## src/rtl/calc_pkg.sv

```systemverilog
// calc_pkg: key codes, FSM state encoding and helpers shared by the calculator
package calc_pkg;
   localparam logic [3:0] K_ADD = 4'd10;
   localparam logic [3:0] K_SUB = 4'd11;
   localparam logic [3:0] K_MUL = 4'd12;
   localparam logic [3:0] K_DIV = 4'd13;
   localparam logic [3:0] K_EQ  = 4'd14;
   localparam logic [3:0] K_CLR = 4'd15;
   localparam logic [2:0] ST_ENTER_A = 3'd0;
   localparam logic [2:0] ST_ENTER_B = 3'd1;
   localparam logic [2:0] ST_CALC    = 3'd2;
   localparam logic [2:0] ST_SHOW    = 3'd3;
   localparam logic [2:0] ST_ERROR   = 3'd4;
   typedef enum logic [1:0] {OP_ADD, OP_SUB, OP_MUL, OP_DIV} op_e;
   function automatic int pow10(input int n);
      int r = 1;
      for (int i = 0; i < n; i++) r = r * 10;
      return r;
   endfunction
   function automatic op_e key2op(input logic [3:0] k);
      return op_e'(2'(k - K_ADD));
   endfunction
endpackage

```

## src/rtl/calc_if.sv

```systemverilog
// calc_if: keypad strobe toward the engine, display and status back out
interface calc_if #(parameter int W = 14);
   logic         key_valid;
   logic [3:0]   key_code;
   logic [W-1:0] disp_value;
   logic         disp_neg;
   logic         err;
   logic         busy;
   logic         result_valid;
   modport master (output key_valid, key_code, input disp_value, disp_neg, err, busy, result_valid);
   modport slave  (input key_valid, key_code, output disp_value, disp_neg, err, busy, result_valid);
endinterface

```

## src/rtl/calc_muldiv.sv

```systemverilog
// calc_muldiv: iterative unsigned shift-add multiply / restoring divide, one bit per cycle
module calc_muldiv #(parameter int W = 14) (
   input  logic           clk,
   input  logic           rst_n,
   input  logic           start,
   input  logic           abort,
   input  logic           is_div,
   input  logic [W-1:0]   a,
   input  logic [W-1:0]   b,
   output logic           done,
   output logic [2*W-1:0] res
);
   localparam int CW = $clog2(W + 1);
   localparam logic [CW-1:0] LAST = CW'(W);
   logic           run_q, run_d, div_q, div_d, step, ge;
   logic [CW-1:0]  cnt_q, cnt_d;
   logic [W-1:0]   m_q, m_d, rem_q, rem_d;
   logic [2*W-1:0] acc_q, acc_d;
   logic [W:0]     sum, rs;
   assign done = run_q && cnt_q == LAST;
   assign res  = acc_q;
   // mul: acc = {partial, multiplier}; div: acc[W-1:0] = dividend shifting into quotient
   always_comb begin
      step  = run_q && !done;
      sum   = {1'b0, acc_q[2*W-1:W]} + (acc_q[0] ? {1'b0, m_q} : '0);
      rs    = {rem_q, acc_q[W-1]};
      ge    = rs >= {1'b0, m_q};
      run_d = abort ? 1'b0 : start ? 1'b1 : step;
      div_d = start ? is_div : div_q;
      m_d   = start ? (is_div ? b : a) : m_q;
      cnt_d = start ? '0 : step ? cnt_q + 1'b1 : cnt_q;
      rem_d = start ? '0 : (step && div_q) ? (ge ? W'(rs - {1'b0, m_q}) : rs[W-1:0]) : rem_q;
      acc_d = start ? {{W{1'b0}}, (is_div ? a : b)}
            : !step ? acc_q
            : div_q ? {{W{1'b0}}, acc_q[W-2:0], ge}
            : {sum, acc_q[W-1:1]};
   end
   always_ff @(posedge clk or negedge rst_n) begin
      if (!rst_n) begin
         run_q <= 1'b0;
         div_q <= 1'b0;
         cnt_q <= '0;
         m_q   <= '0;
         rem_q <= '0;
         acc_q <= '0;
      end else begin
         run_q <= run_d;
         div_q <= div_d;
         cnt_q <= cnt_d;
         m_q   <= m_d;
         rem_q <= rem_d;
         acc_q <= acc_d;
      end
   end
endmodule

```

## src/rtl/calc_engine.sv

```systemverilog
// calc_engine: keypad-driven sign-magnitude calculator FSM with chained operators
module calc_engine import calc_pkg::*; #(
   parameter int DIGITS = 4,
   parameter int W      = 14
) (
   input logic   clk,
   input logic   rst_n,
   calc_if.slave bus
);
   localparam int MAXV = pow10(DIGITS) - 1;
   localparam logic [W+3:0]   MAXV_E = (W+4)'(MAXV);
   localparam logic [2*W-1:0] MAXV_R = (2*W)'(MAXV);
   if ((64'd1 << W) <= 64'(MAXV)) begin : g_w_check
      $error("calc_engine: W too narrow for DIGITS");
   end
   logic [2:0]            state_q, state_d;
   logic [W-1:0]          a_q, a_d, b_q, b_d, disp_q, disp_d, acc_src;
   logic                  a_neg_q, a_neg_d, b_ent_q, b_ent_d, eq_q, eq_d;
   logic                  neg_q, neg_d, err_q, err_d, rv_q, rv_d;
   op_e                   op_q, op_d, nop_q, nop_d;
   logic                  kv_dig, kv_op, kv_eq, kv_clr, dig_ok, show_b;
   logic [W+3:0]          dig_new;
   logic signed [W+1:0]   sa, sb, as_sum;
   logic [W:0]            as_mag;
   logic [2*W-1:0]        r_mag, md_res;
   logic                  r_neg, r_err, md_op, calc_done, md_start, md_done;
   calc_muldiv #(.W(W)) u_md (
      .clk(clk), .rst_n(rst_n), .start(md_start), .abort(kv_clr), .is_div(op_q == OP_DIV),
      .a(a_q), .b(b_q), .done(md_done), .res(md_res)
   );
   always_comb begin
      kv_dig    = bus.key_valid && bus.key_code <= 4'd9;
      kv_op     = bus.key_valid && bus.key_code >= K_ADD && bus.key_code <= K_DIV;
      kv_eq     = bus.key_valid && bus.key_code == K_EQ;
      kv_clr    = bus.key_valid && bus.key_code == K_CLR;
      acc_src   = state_q == ST_ENTER_B ? b_q : state_q == ST_SHOW ? '0 : a_q;
      dig_new   = {1'b0, acc_src, 3'b0} + {3'b0, acc_src, 1'b0} + {{W{1'b0}}, bus.key_code};
      dig_ok    = dig_new <= MAXV_E;
      sa        = a_neg_q ? -$signed({2'b0, a_q}) : $signed({2'b0, a_q});
      sb        = $signed({2'b0, b_q});
      as_sum    = op_q == OP_SUB ? sa - sb : sa + sb;
      as_mag    = as_sum[W+1] ? (W+1)'(-as_sum) : as_sum[W:0];
      md_op     = op_q == OP_MUL || op_q == OP_DIV;
      r_mag     = op_q == OP_MUL ? md_res
                : op_q == OP_DIV ? {{W{1'b0}}, md_res[W-1:0]}
                : {{(W-1){1'b0}}, as_mag};
      r_neg     = (md_op ? a_neg_q : as_sum[W+1]) && r_mag != '0;
      r_err     = r_mag > MAXV_R || (op_q == OP_DIV && b_q == '0);
      calc_done = md_op ? md_done : 1'b1;
      state_d   = state_q;
      a_d       = a_q;
      a_neg_d   = a_neg_q;
      b_d       = b_q;
      b_ent_d   = b_ent_q;
      op_d      = op_q;
      nop_d     = nop_q;
      eq_d      = eq_q;
      rv_d      = 1'b0;
      md_start  = 1'b0;
      if (kv_clr) begin
         state_d = ST_ENTER_A;
         a_d     = '0;
         a_neg_d = 1'b0;
         b_d     = '0;
         b_ent_d = 1'b0;
         op_d    = OP_ADD;
         nop_d   = OP_ADD;
         eq_d    = 1'b0;
      end else begin
         case (state_q)
            ST_ENTER_A, ST_SHOW: begin
               if (kv_dig && dig_ok) begin
                  a_d     = dig_new[W-1:0];
                  a_neg_d = 1'b0;
                  state_d = ST_ENTER_A;
               end else if (kv_op) begin
                  op_d    = key2op(bus.key_code);
                  b_d     = '0;
                  b_ent_d = 1'b0;
                  state_d = ST_ENTER_B;
               end
            end
            ST_ENTER_B: begin
               if (kv_dig && dig_ok) begin
                  b_d     = dig_new[W-1:0];
                  b_ent_d = 1'b1;
               end else if (kv_op || kv_eq) begin
                  eq_d     = kv_eq;
                  nop_d    = key2op(bus.key_code);
                  md_start = md_op;
                  state_d  = ST_CALC;
               end
            end
            ST_CALC: begin
               if (calc_done) begin
                  rv_d = 1'b1;
                  if (r_err) state_d = ST_ERROR;
                  else begin
                     a_d     = r_mag[W-1:0];
                     a_neg_d = r_neg;
                     b_d     = '0;
                     b_ent_d = 1'b0;
                     op_d    = nop_q;
                     state_d = eq_q ? ST_SHOW : ST_ENTER_B;
                  end
               end
            end
            default: ;
         endcase
      end
      // B is shown only once its first digit arrives; otherwise A (entry or last result)
      show_b = state_d == ST_ENTER_B && b_ent_d;
      disp_d = state_d == ST_ERROR ? '0 : state_d == ST_CALC ? disp_q : show_b ? b_d : a_d;
      neg_d  = state_d == ST_ERROR ? 1'b0 : state_d == ST_CALC ? neg_q : !show_b && a_neg_d && a_d != '0;
      err_d  = state_d == ST_ERROR;
   end
   always_ff @(posedge clk or negedge rst_n) begin
      if (!rst_n) begin
         state_q <= ST_ENTER_A;
         a_q     <= '0;
         a_neg_q <= 1'b0;
         b_q     <= '0;
         b_ent_q <= 1'b0;
         op_q    <= OP_ADD;
         nop_q   <= OP_ADD;
         eq_q    <= 1'b0;
         disp_q  <= '0;
         neg_q   <= 1'b0;
         err_q   <= 1'b0;
         rv_q    <= 1'b0;
      end else begin
         state_q <= state_d;
         a_q     <= a_d;
         a_neg_q <= a_neg_d;
         b_q     <= b_d;
         b_ent_q <= b_ent_d;
         op_q    <= op_d;
         nop_q   <= nop_d;
         eq_q    <= eq_d;
         disp_q  <= disp_d;
         neg_q   <= neg_d;
         err_q   <= err_d;
         rv_q    <= rv_d;
      end
   end
   assign bus.disp_value   = disp_q;
   assign bus.disp_neg     = neg_q;
   assign bus.err          = err_q;
   assign bus.busy         = state_q == ST_CALC;
   assign bus.result_valid = rv_q;
endmodule
```

## src/flat_wrapper.sv

```systemverilog
// flat-port wrapper written by rule: the top's interface ports become plain ports
module calc_engine_flat import calc_pkg::*;
#(
   parameter int DIGITS = 4,
   parameter int W      = 14
)
  (clk, rst_n, bus_key_valid, bus_key_code, bus_disp_value, bus_disp_neg, bus_err, bus_busy, bus_result_valid);
  calc_if #(.W(W)) bus_i ();
  input logic clk;
  input logic rst_n;
  input wire logic [$bits(bus_i.key_valid)-1:0] bus_key_valid;
  input wire logic [$bits(bus_i.key_code)-1:0] bus_key_code;
  output wire logic [$bits(bus_i.disp_value)-1:0] bus_disp_value;
  output wire logic [$bits(bus_i.disp_neg)-1:0] bus_disp_neg;
  output wire logic [$bits(bus_i.err)-1:0] bus_err;
  output wire logic [$bits(bus_i.busy)-1:0] bus_busy;
  output wire logic [$bits(bus_i.result_valid)-1:0] bus_result_valid;
  assign bus_i.key_valid = bus_key_valid;
  assign bus_i.key_code = bus_key_code;
  assign bus_disp_value = bus_i.disp_value;
  assign bus_disp_neg = bus_i.disp_neg;
  assign bus_err = bus_i.err;
  assign bus_busy = bus_i.busy;
  assign bus_result_valid = bus_i.result_valid;
  calc_engine #(.DIGITS(DIGITS), .W(W)) u_core (.clk(clk), .rst_n(rst_n), .bus(bus_i));
endmodule
```

## config.mk

```make
export PLATFORM = sky130hd
export DESIGN_NAME = calc_engine_flat
export DESIGN_NICKNAME = d
export VERILOG_FILES = /design/src/rtl/calc_pkg.sv /design/src/rtl/calc_if.sv /design/src/rtl/calc_muldiv.sv /design/src/rtl/calc_engine.sv /design/src/flat_wrapper.sv
export SDC_FILE = /design/constraint.sdc
export NUM_CORES = 1
export LEC_CHECK = 0
export ABC_AREA = 1
export ABC_CLOCK_PERIOD_IN_PS = 4100
export BUFFER_PORTS_ARGS = -buffer_cell sky130_fd_sc_hd__buf_2
export CAP_MARGIN = 30
export CORE_UTILIZATION = 49
export DETAILED_ROUTE_END_ITERATION = 8
export HOLD_SLACK_MARGIN = 0.1
export PLACE_DENSITY_LB_ADDON = 0.15
export SLEW_MARGIN = 5
export SYNTH_ARGS = -nofsm -noshare
export SYNTH_HDL_FRONTEND = slang
export SYNTH_SLANG_ARGS = --single-unit
```

## constraint.sdc

```tcl
create_clock -name clk -period 4.1 [get_ports clk]
set_input_delay 0.205 -clock clk [delete_from_list [all_inputs] [get_ports clk]]
set_output_delay 0.205 -clock clk [all_outputs]
set_load 0.01 [all_outputs]
```

### After elaboration in Yosys (flattened, before gate mapping)

Cells that the tools add are included.
Widths: inputs -> output; s select.

| storage, ports and cells | value |
|---|---|
| flip-flop bits (word level) | 117 |
| output and inout port bits | 18 |
| input bits | 7 |
| logic and storage cells | 164 |

| cells by class | value |
|---|---|
| equal/unequal tests | 18 |
| magnitude comparators | 6 |
| reductions and logical operators | 31 |
| multiplexer cells | 81 |
| add/sub/neg operators | 10 |

Operators by type and width:

| kind | number |
|---|---|
| $mux 14 | 21 |
| $mux 28 | 4 |
| $pmux 14 s3 | 1 |
| $mux 16 | 2 |
| $mux 15 | 2 |
| $gt 28x14->1 const B | 1 |
| $pmux 14 s2 | 1 |
| $reduce_bool 28->1 | 1 |
| $mux 1 | 27 |
| $mux 3 | 7 |
| $mux 2 | 10 |
| $add 17x15->18 | 1 |
| $add 18x4->18 | 1 |
| $le 18x14->1 const B | 1 |
| $add 16x15->16 | 1 |
| $neg 14->16 | 1 |
| $sub 16x15->16 | 1 |
| $add 14x14->15 | 1 |
| $ge 15x14->1 | 1 |
| $neg 15->15 | 1 |
| $logic_and 1x1->1 | 14 |
| $logic_not 14->1 | 1 |
| $reduce_bool 14->1 | 1 |
| $sub 14x14->14 | 1 |
| 28 further kinds | 43 |

### Longest topological paths before layout

| depth | value |
|---|---|
| depth in word-level cells | 21 |
| mapped depth | 43 |

### Modules after synthesis

Synthesis repeated with hierarchy kept, for this count alone.

| second synthesis, totals | value |
|---|---|
| cells, all modules | 1893 |
| area, all modules | 12052.8 um^2 |

By module, submodules not included:

| module | area each (um^2) | instances | cells an instance |
|---|---|---|---|
| calc_engine | 7158.1 | 1 | 1181 |
| calc_muldiv | 4894.7 | 1 | 712 |

### Least setup slack after synthesis

Ideal clock, no wire load.

| timing path | value |
|---|---|
| path type | reg-to-reg |
| start point | reg u_core.state_q[2] |
| end point | reg u_core.neg_q (netlist: u_core.bus.disp_neg) |
| clock period less this slack | 4414 ps |
| cell stages (with the launch flop) | 32 |
| arrival | 4297 ps |
| path slack | -314 ps |
| cells stage by stage | dfrtp_1 clkbuf_1 nor3_1 clkinv_1 o22ai_1 inv_1 fa_1 fa_1 o21ai_1 nand2_1 nand2_1 nand3_1 nand2_1 nand2_1 nand2_1 xnor2_1 nand3_1 nor2_2 nand2_2 inv_2 buf_2 nand2_1 a31oi_1 nand3_1 nand2_1 nand2_1 inv_1 nand2_1 nor2_1 nand2_1 nand2_1 nand2_1 |

| on the way | value |
|---|---|
| longest elaborated chain between the ends | 17 |
| elaborated cells on any way between the ends | 39 |
| classes of those cells | add/sub (2); order compare (1); eq/ne (7); mux (21); reduce/logical (8) |

RTL lines:

| element | RTL line | source |
|---|---|---|
| start: declaration | calc_engine.sv:16 | `logic [2:0] state_q, state_d;` |
| start signal: assignment | calc_engine.sv:132 | `state_q <= state_d;` |
| $eq 3x2->1 | calc_engine.sv:36, calc_engine.sv:70 |  |
| $mux 14 (2 in a row) | calc_engine.sv:36 | `acc_src = state_q == ST_ENTER_B ? b_q : state_q == ST_SHOW ? '0 : a_q;` |
| $add 17x15->18 | calc_engine.sv:37 | `dig_new = {1'b0, acc_src, 3'b0} + {3'b0, acc_src, 1'b0} + {{W{1'b0}}, bus.key_code};` |
| $add 18x4->18 | calc_engine.sv:37 |  |
| $le 18x14->1 | calc_engine.sv:38 | `dig_ok = dig_new <= MAXV_E;` |
| $logic_and 1x1->1 | calc_engine.sv:72, calc_engine.sv:84 |  |
| $mux 3 (on tied branches) | calc_engine.sv:84, calc_engine.sv:72 |  |
| $pmux 3 s3 | calc_engine.sv:70 | `case (state_q)` |
| $mux 3 | calc_engine.sv:60 | `if (kv_clr) begin` |
| $eq 3x1->1 | calc_engine.sv:112 | `show_b = state_d == ST_ENTER_B && b_ent_d;` |
| $logic_and 1x1->1 | calc_engine.sv:112 |  |
| $logic_not 1->1 | calc_engine.sv:114 | `neg_d = state_d == ST_ERROR ? 1'b0 : state_d == ST_CALC ? neg_q : !show_b && a_neg_d && a_d != '0;` |
| $logic_and 1x1->1 (2 in a row) | calc_engine.sv:114 |  |
| $mux 1 (2 in a row) | calc_engine.sv:114 |  |
| end signal: assignment | calc_engine.sv:141 | `neg_q <= neg_d;` |
| end: declaration | calc_engine.sv:19 | `logic neg_q, neg_d, err_q, err_d, rv_q, rv_d;` |

Several ways; a longest one is shown, not always the timed one. The select of a mux whose other input is x is not followed.
A chain may end at the register's enable or synchronous reset.

### Worst setup path in the final report

| timing path | value |
|---|---|
| start point | reg u_core.b_q[0] |
| end point | reg u_core.neg_q (netlist: u_core.bus.disp_neg) |

| on the way | value |
|---|---|
| longest elaborated chain between the ends | 19 |
| elaborated cells on any way between the ends | 52 |
| classes of those cells | add/sub (5); order compare (2); eq/ne (4); mux (30); reduce/logical (11) |

RTL lines:

| element | RTL line | source |
|---|---|---|
| start: declaration | calc_engine.sv:17 | `logic [W-1:0] a_q, a_d, b_q, b_d, disp_q, disp_d, acc_src;` |
| start signal: assignment | calc_engine.sv:122 | `b_q <= '0;` |
| start signal: assignment | calc_engine.sv:135 | `b_q <= b_d;` |
| $add 16x15->16 / $sub 16x15->16 (equally long branches) | calc_engine.sv:41 | `as_sum = op_q == OP_SUB ? sa - sb : sa + sb;` |
| $mux 16 | calc_engine.sv:41 |  |
| $neg 15->15 | calc_engine.sv:42 | `as_mag = as_sum[W+1] ? (W+1)'(-as_sum) : as_sum[W:0];` |
| $mux 15 | calc_engine.sv:42 |  |
| $mux 15 | calc_engine.sv:45 | `: op_q == OP_DIV ? {{W{1'b0}}, md_res[W-1:0]}` |
| $mux 28 | calc_engine.sv:44 | `r_mag = op_q == OP_MUL ? md_res` |
| $gt 28x14->1 | calc_engine.sv:48 | `r_err = r_mag > MAXV_R \|\| (op_q == OP_DIV && b_q == '0);` |
| $logic_or 1x1->1 | calc_engine.sv:48 |  |
| $mux 3 | calc_engine.sv:97 | `if (r_err) state_d = ST_ERROR;` |
| $mux 3 | calc_engine.sv:95 | `if (calc_done) begin` |
| $pmux 3 s3 | calc_engine.sv:70 |  |
| $mux 3 | calc_engine.sv:60 |  |
| $eq 3x1->1 | calc_engine.sv:112 |  |
| $logic_and 1x1->1 | calc_engine.sv:112 |  |
| $logic_not 1->1 | calc_engine.sv:114 |  |
| $logic_and 1x1->1 (2 in a row) | calc_engine.sv:114 |  |
| $mux 1 (2 in a row) | calc_engine.sv:114 |  |

Several ways; a longest one is shown, not always the timed one. The select of a mux whose other input is x is not followed.

==> results.py <==
metrics = {
    "outcome": {
        "status": "complete, but fails checks",
        "violations": "negative setup slack",
    },
    "cells_and_area": {
        "syn_to_final_growth_pct": 36.5,
        "num-fill-cells": 2014,
        "diodes": 0,
        "drive_gt1_share_pct": 30.8,
        "nets": 2065,
        "postLayoutCoreUtil_pct": 67.9,
    },
    "sta": {
        "fin_crit_sh_pct": 113,
        "fmax_mhz": 215,
        "fin_ws_ns": -0.544,
        "layout_min_cycle_time_ns": 4.64,
        "tightestPinTransition_ns": 0.910,
        "slew_headroom_pct": 39.1,
        "finClkSkew_ns": 0.0217,
        "finalHoldViolations": 0,
        "setup_viol": 49,
        "slew_violations": 0,
        "grt_setup_unrepaired": "yes",
    },
    "synthesis": {
        "netlist_area_mm2": 0.0112,
        "synth_common_cells": "nand2_1, inv_1, o21ai_0",
        "synth_flop_cell": "dfrtp_1",
        "synth_cells": 1703,
        "ys_ff_latch": 117,
        "async_reset_ff_share_pct": 100,
        "synth_edf_count": 0,
        "synth.area.top_cells": "dfrtp_1, nand2_1, ha_1",
        "ys_types": 51,
        "yosysMostFrequentCell": "nand2_1",
        "ys_seq_area_share_pct": 26.1,
        "yosys.area.top_type": "dfrtp_1",
        "synth_area_per_cell_um2": 6.59,
        "yosys_warnings": 0,
        "synth_top_cell_area_share_pct": 26.1,
        "syn-num-nets": 1790,
    },
    "grt": {
        "grt_antenna_before_repair": 0,
        "grt_start_max_net_pins": 49,
        "first_global_vias": 12066,
        "grt_pass1_wl_um": 65700,
        "gr-usage-all-layers_pct": 36.0,
        "overflow": 0,
    },
    "hold_path": {
        "hold_class": "primary input to flop",
    },
    "cts": {
        "clock_path_buffers": 2,
        "clkTransAtPathRegs_ns": 0.06,
        "cts_made_buffers": 17,
        "cts_tree": "done",
        "cts_root_buf": "clkbuf_16",
        "htreeDepth": 4,
        "cts_sinks": 117,
        "clock_latency_ns": 0.43,
    },
    "setup_path": {
        "critical_path_arrival_ns": 5.01,
        "cp.buffers_inverters": 7,
        "cp_slowest_cell": "dfrtp_1",
        "crit_type": "flop to flop",
        "crit_required_ns": 4.47,
        "critPathMaxStageDelay_ns": 0.39,
        "cpLargestDelayFamily": "simple AND/OR/NAND/NOR gates",
        "path_max_fanout": 6,
        "crit_path_end_kind": "flop",
        "cp-start-kind": "flop",
    },
    "drt": {
        "vias": 12690,
        "antenna_left": 0,
        "via_per_inst": 5.58,
        "dr.pass1.iters": 6,
        "post_drt_wl_per_cell_um": 18.3,
        "drt_iter0_drc": 1264,
        "wl_um": 41700,
        "route.detailed.drc": 0,
    },
    "die": {
        "core_area_mm2": 0.0226,
        "io_pins": 25,
        "die_area_mm2": 0.0235,
        "start_util_pct": 49.7,
        "row_count": 55,
        "fp.dieH_um": 153,
        "die_width_um": 153,
    },
    "placement": {
        "portBuffers": 24,
        "hpwl_um": 31600,
        "gp_congestion": 1.04,
    },
    "run": {
        "maxCapViolCount": 0,
    },
}
## state kept, by name, summed over array words and instances (netlist names), 2 cells and up
| signal | cells |
|---|---|
| u_core.u_md.res | 28 |
| u_core.a_q | 14 |
| u_core.b_q | 14 |
| u_core.bus.disp_value | 14 |
| u_core.u_md.m_q | 14 |
| u_core.u_md.rem_q | 14 |
| u_core.u_md.cnt_q | 4 |
| u_core.state_q | 3 |
| u_core.nop_q | 2 |
| u_core.op_q | 2 |
## cell usage in the layout (no fill, tap or decap), drive strengths merged, types with 6 or more instances in the layout
| master | n |
|---|---|
| clkinv | 10 |
| o211ai | 44 |
| o21bai | 10 |
| buf | 315 |
| xnor2 | 15 |
| dfrtp | 117 |
| o22ai | 15 |
| nand4 | 17 |
| a31oi | 8 |
| nand3b | 7 |
| o221ai | 11 |
| nor2 | 139 |
| nor3 | 17 |
| inv | 260 |
| nand2 | 494 |
| nand3 | 118 |
| xor2 | 47 |
| clkbuf | 18 |
| ha | 75 |
| o21ai | 142 |
| a21oi | 72 |
| o31ai | 6 |
## final cells by class
class                   count  area, um^2  area share, %
multi-input cells        1264        7990           52.1
clock buffers              18         439           2.87
flip-flops and latches    117        2930           19.1
inverters                 261        1000           6.53
clock inverters            14         150          0.980
well taps                 285         357           2.33
repair buffers            317        2460           16.0
## path summary, 6_finish.rpt
path	start	end	slack, ns	depth (start not counted)
setup / recovery	u_core.b_q[0]	u_core.bus.disp_neg	-0.54	37
hold / removal	bus_key_valid	u_core.eq_q	0.18	3
setup reg to reg	u_core.b_q[0]	u_core.bus.disp_neg	-0.54	37
hold reg to reg	u_core.bus.disp_value[5]	u_core.bus.disp_value[5]	0.48	2
max in group asynchronous	rst_n	u_core.a_q[3]	2.72	3
min in group asynchronous	rst_n	u_core.bus.result_valid	0.38	2
## layer usage
| metal | global-route usage (%) | vias up | share of wire, % |
|---|---|---|---|
| li1 | - | 6097 | - |
| met1 | 50.3 | 5921 | 44 |
| met2 | 55.9 | 569 | 44 |
| met3 | 4.56 | 103 | 7.8 |
| met4 | 15.2 | 0 | 4.3 |
| met5 | 0 | - | 0 |
## worst register-to-register path: cells and delay by family (launching register included)
family / cells / cell delay (ns)
buf+inv: 7 / 0.76
simple gates: 26 / 2.78
fa+ha+maj: 2 / 0.35
compound gates: 2 / 0.31
flops: 1 / 0.39
## what timing repair did
item                                    CTS  global route
hold buffers                              2             0
endpoints found under the setup margin   51            52
endpoints found under the hold margin    47             0
gates resized for setup                 111           131
setup buffers                            13            18
pin swaps                                40            57
gates cloned                              4             0
## metrics by stage
step           hold WS [ns]  setup TNS, ns  instances  instance area [um^2]  worst slack (ns)
2_1_floorplan       -0.0906         -0.278       1703                 11400           -0.0219
3_3_place_gp          0.299         -16.72       2207                 13500            -0.580
3_5_place_dp          0.298         -20.38       2208                 13500            -0.623
4_1_cts               0.169         -11.62       2259                 14700            -0.450
5_1_grt               0.200         -29.04       2276                 15300            -0.791
6_report              0.179         -16.71       2276                 15300            -0.544
## cell families (layout without fill, tap and decap cells)
kind of cell,Yosys count,count (layout),share of synthesized area [%]
AND/OR/NAND/NOR,801,804,31.4
buffers and inverters,325,610,11.6
AO/OA/AOI/OAI,318,318,16.8
flip-flops,117,117,26.1
adder cells (fa/ha/maj),80,80,9.25
XOR/XNOR,62,62,4.84
Power is not shown: default switching activity piles up to over one toggle a cycle in this logic, so the estimate is an artifact.
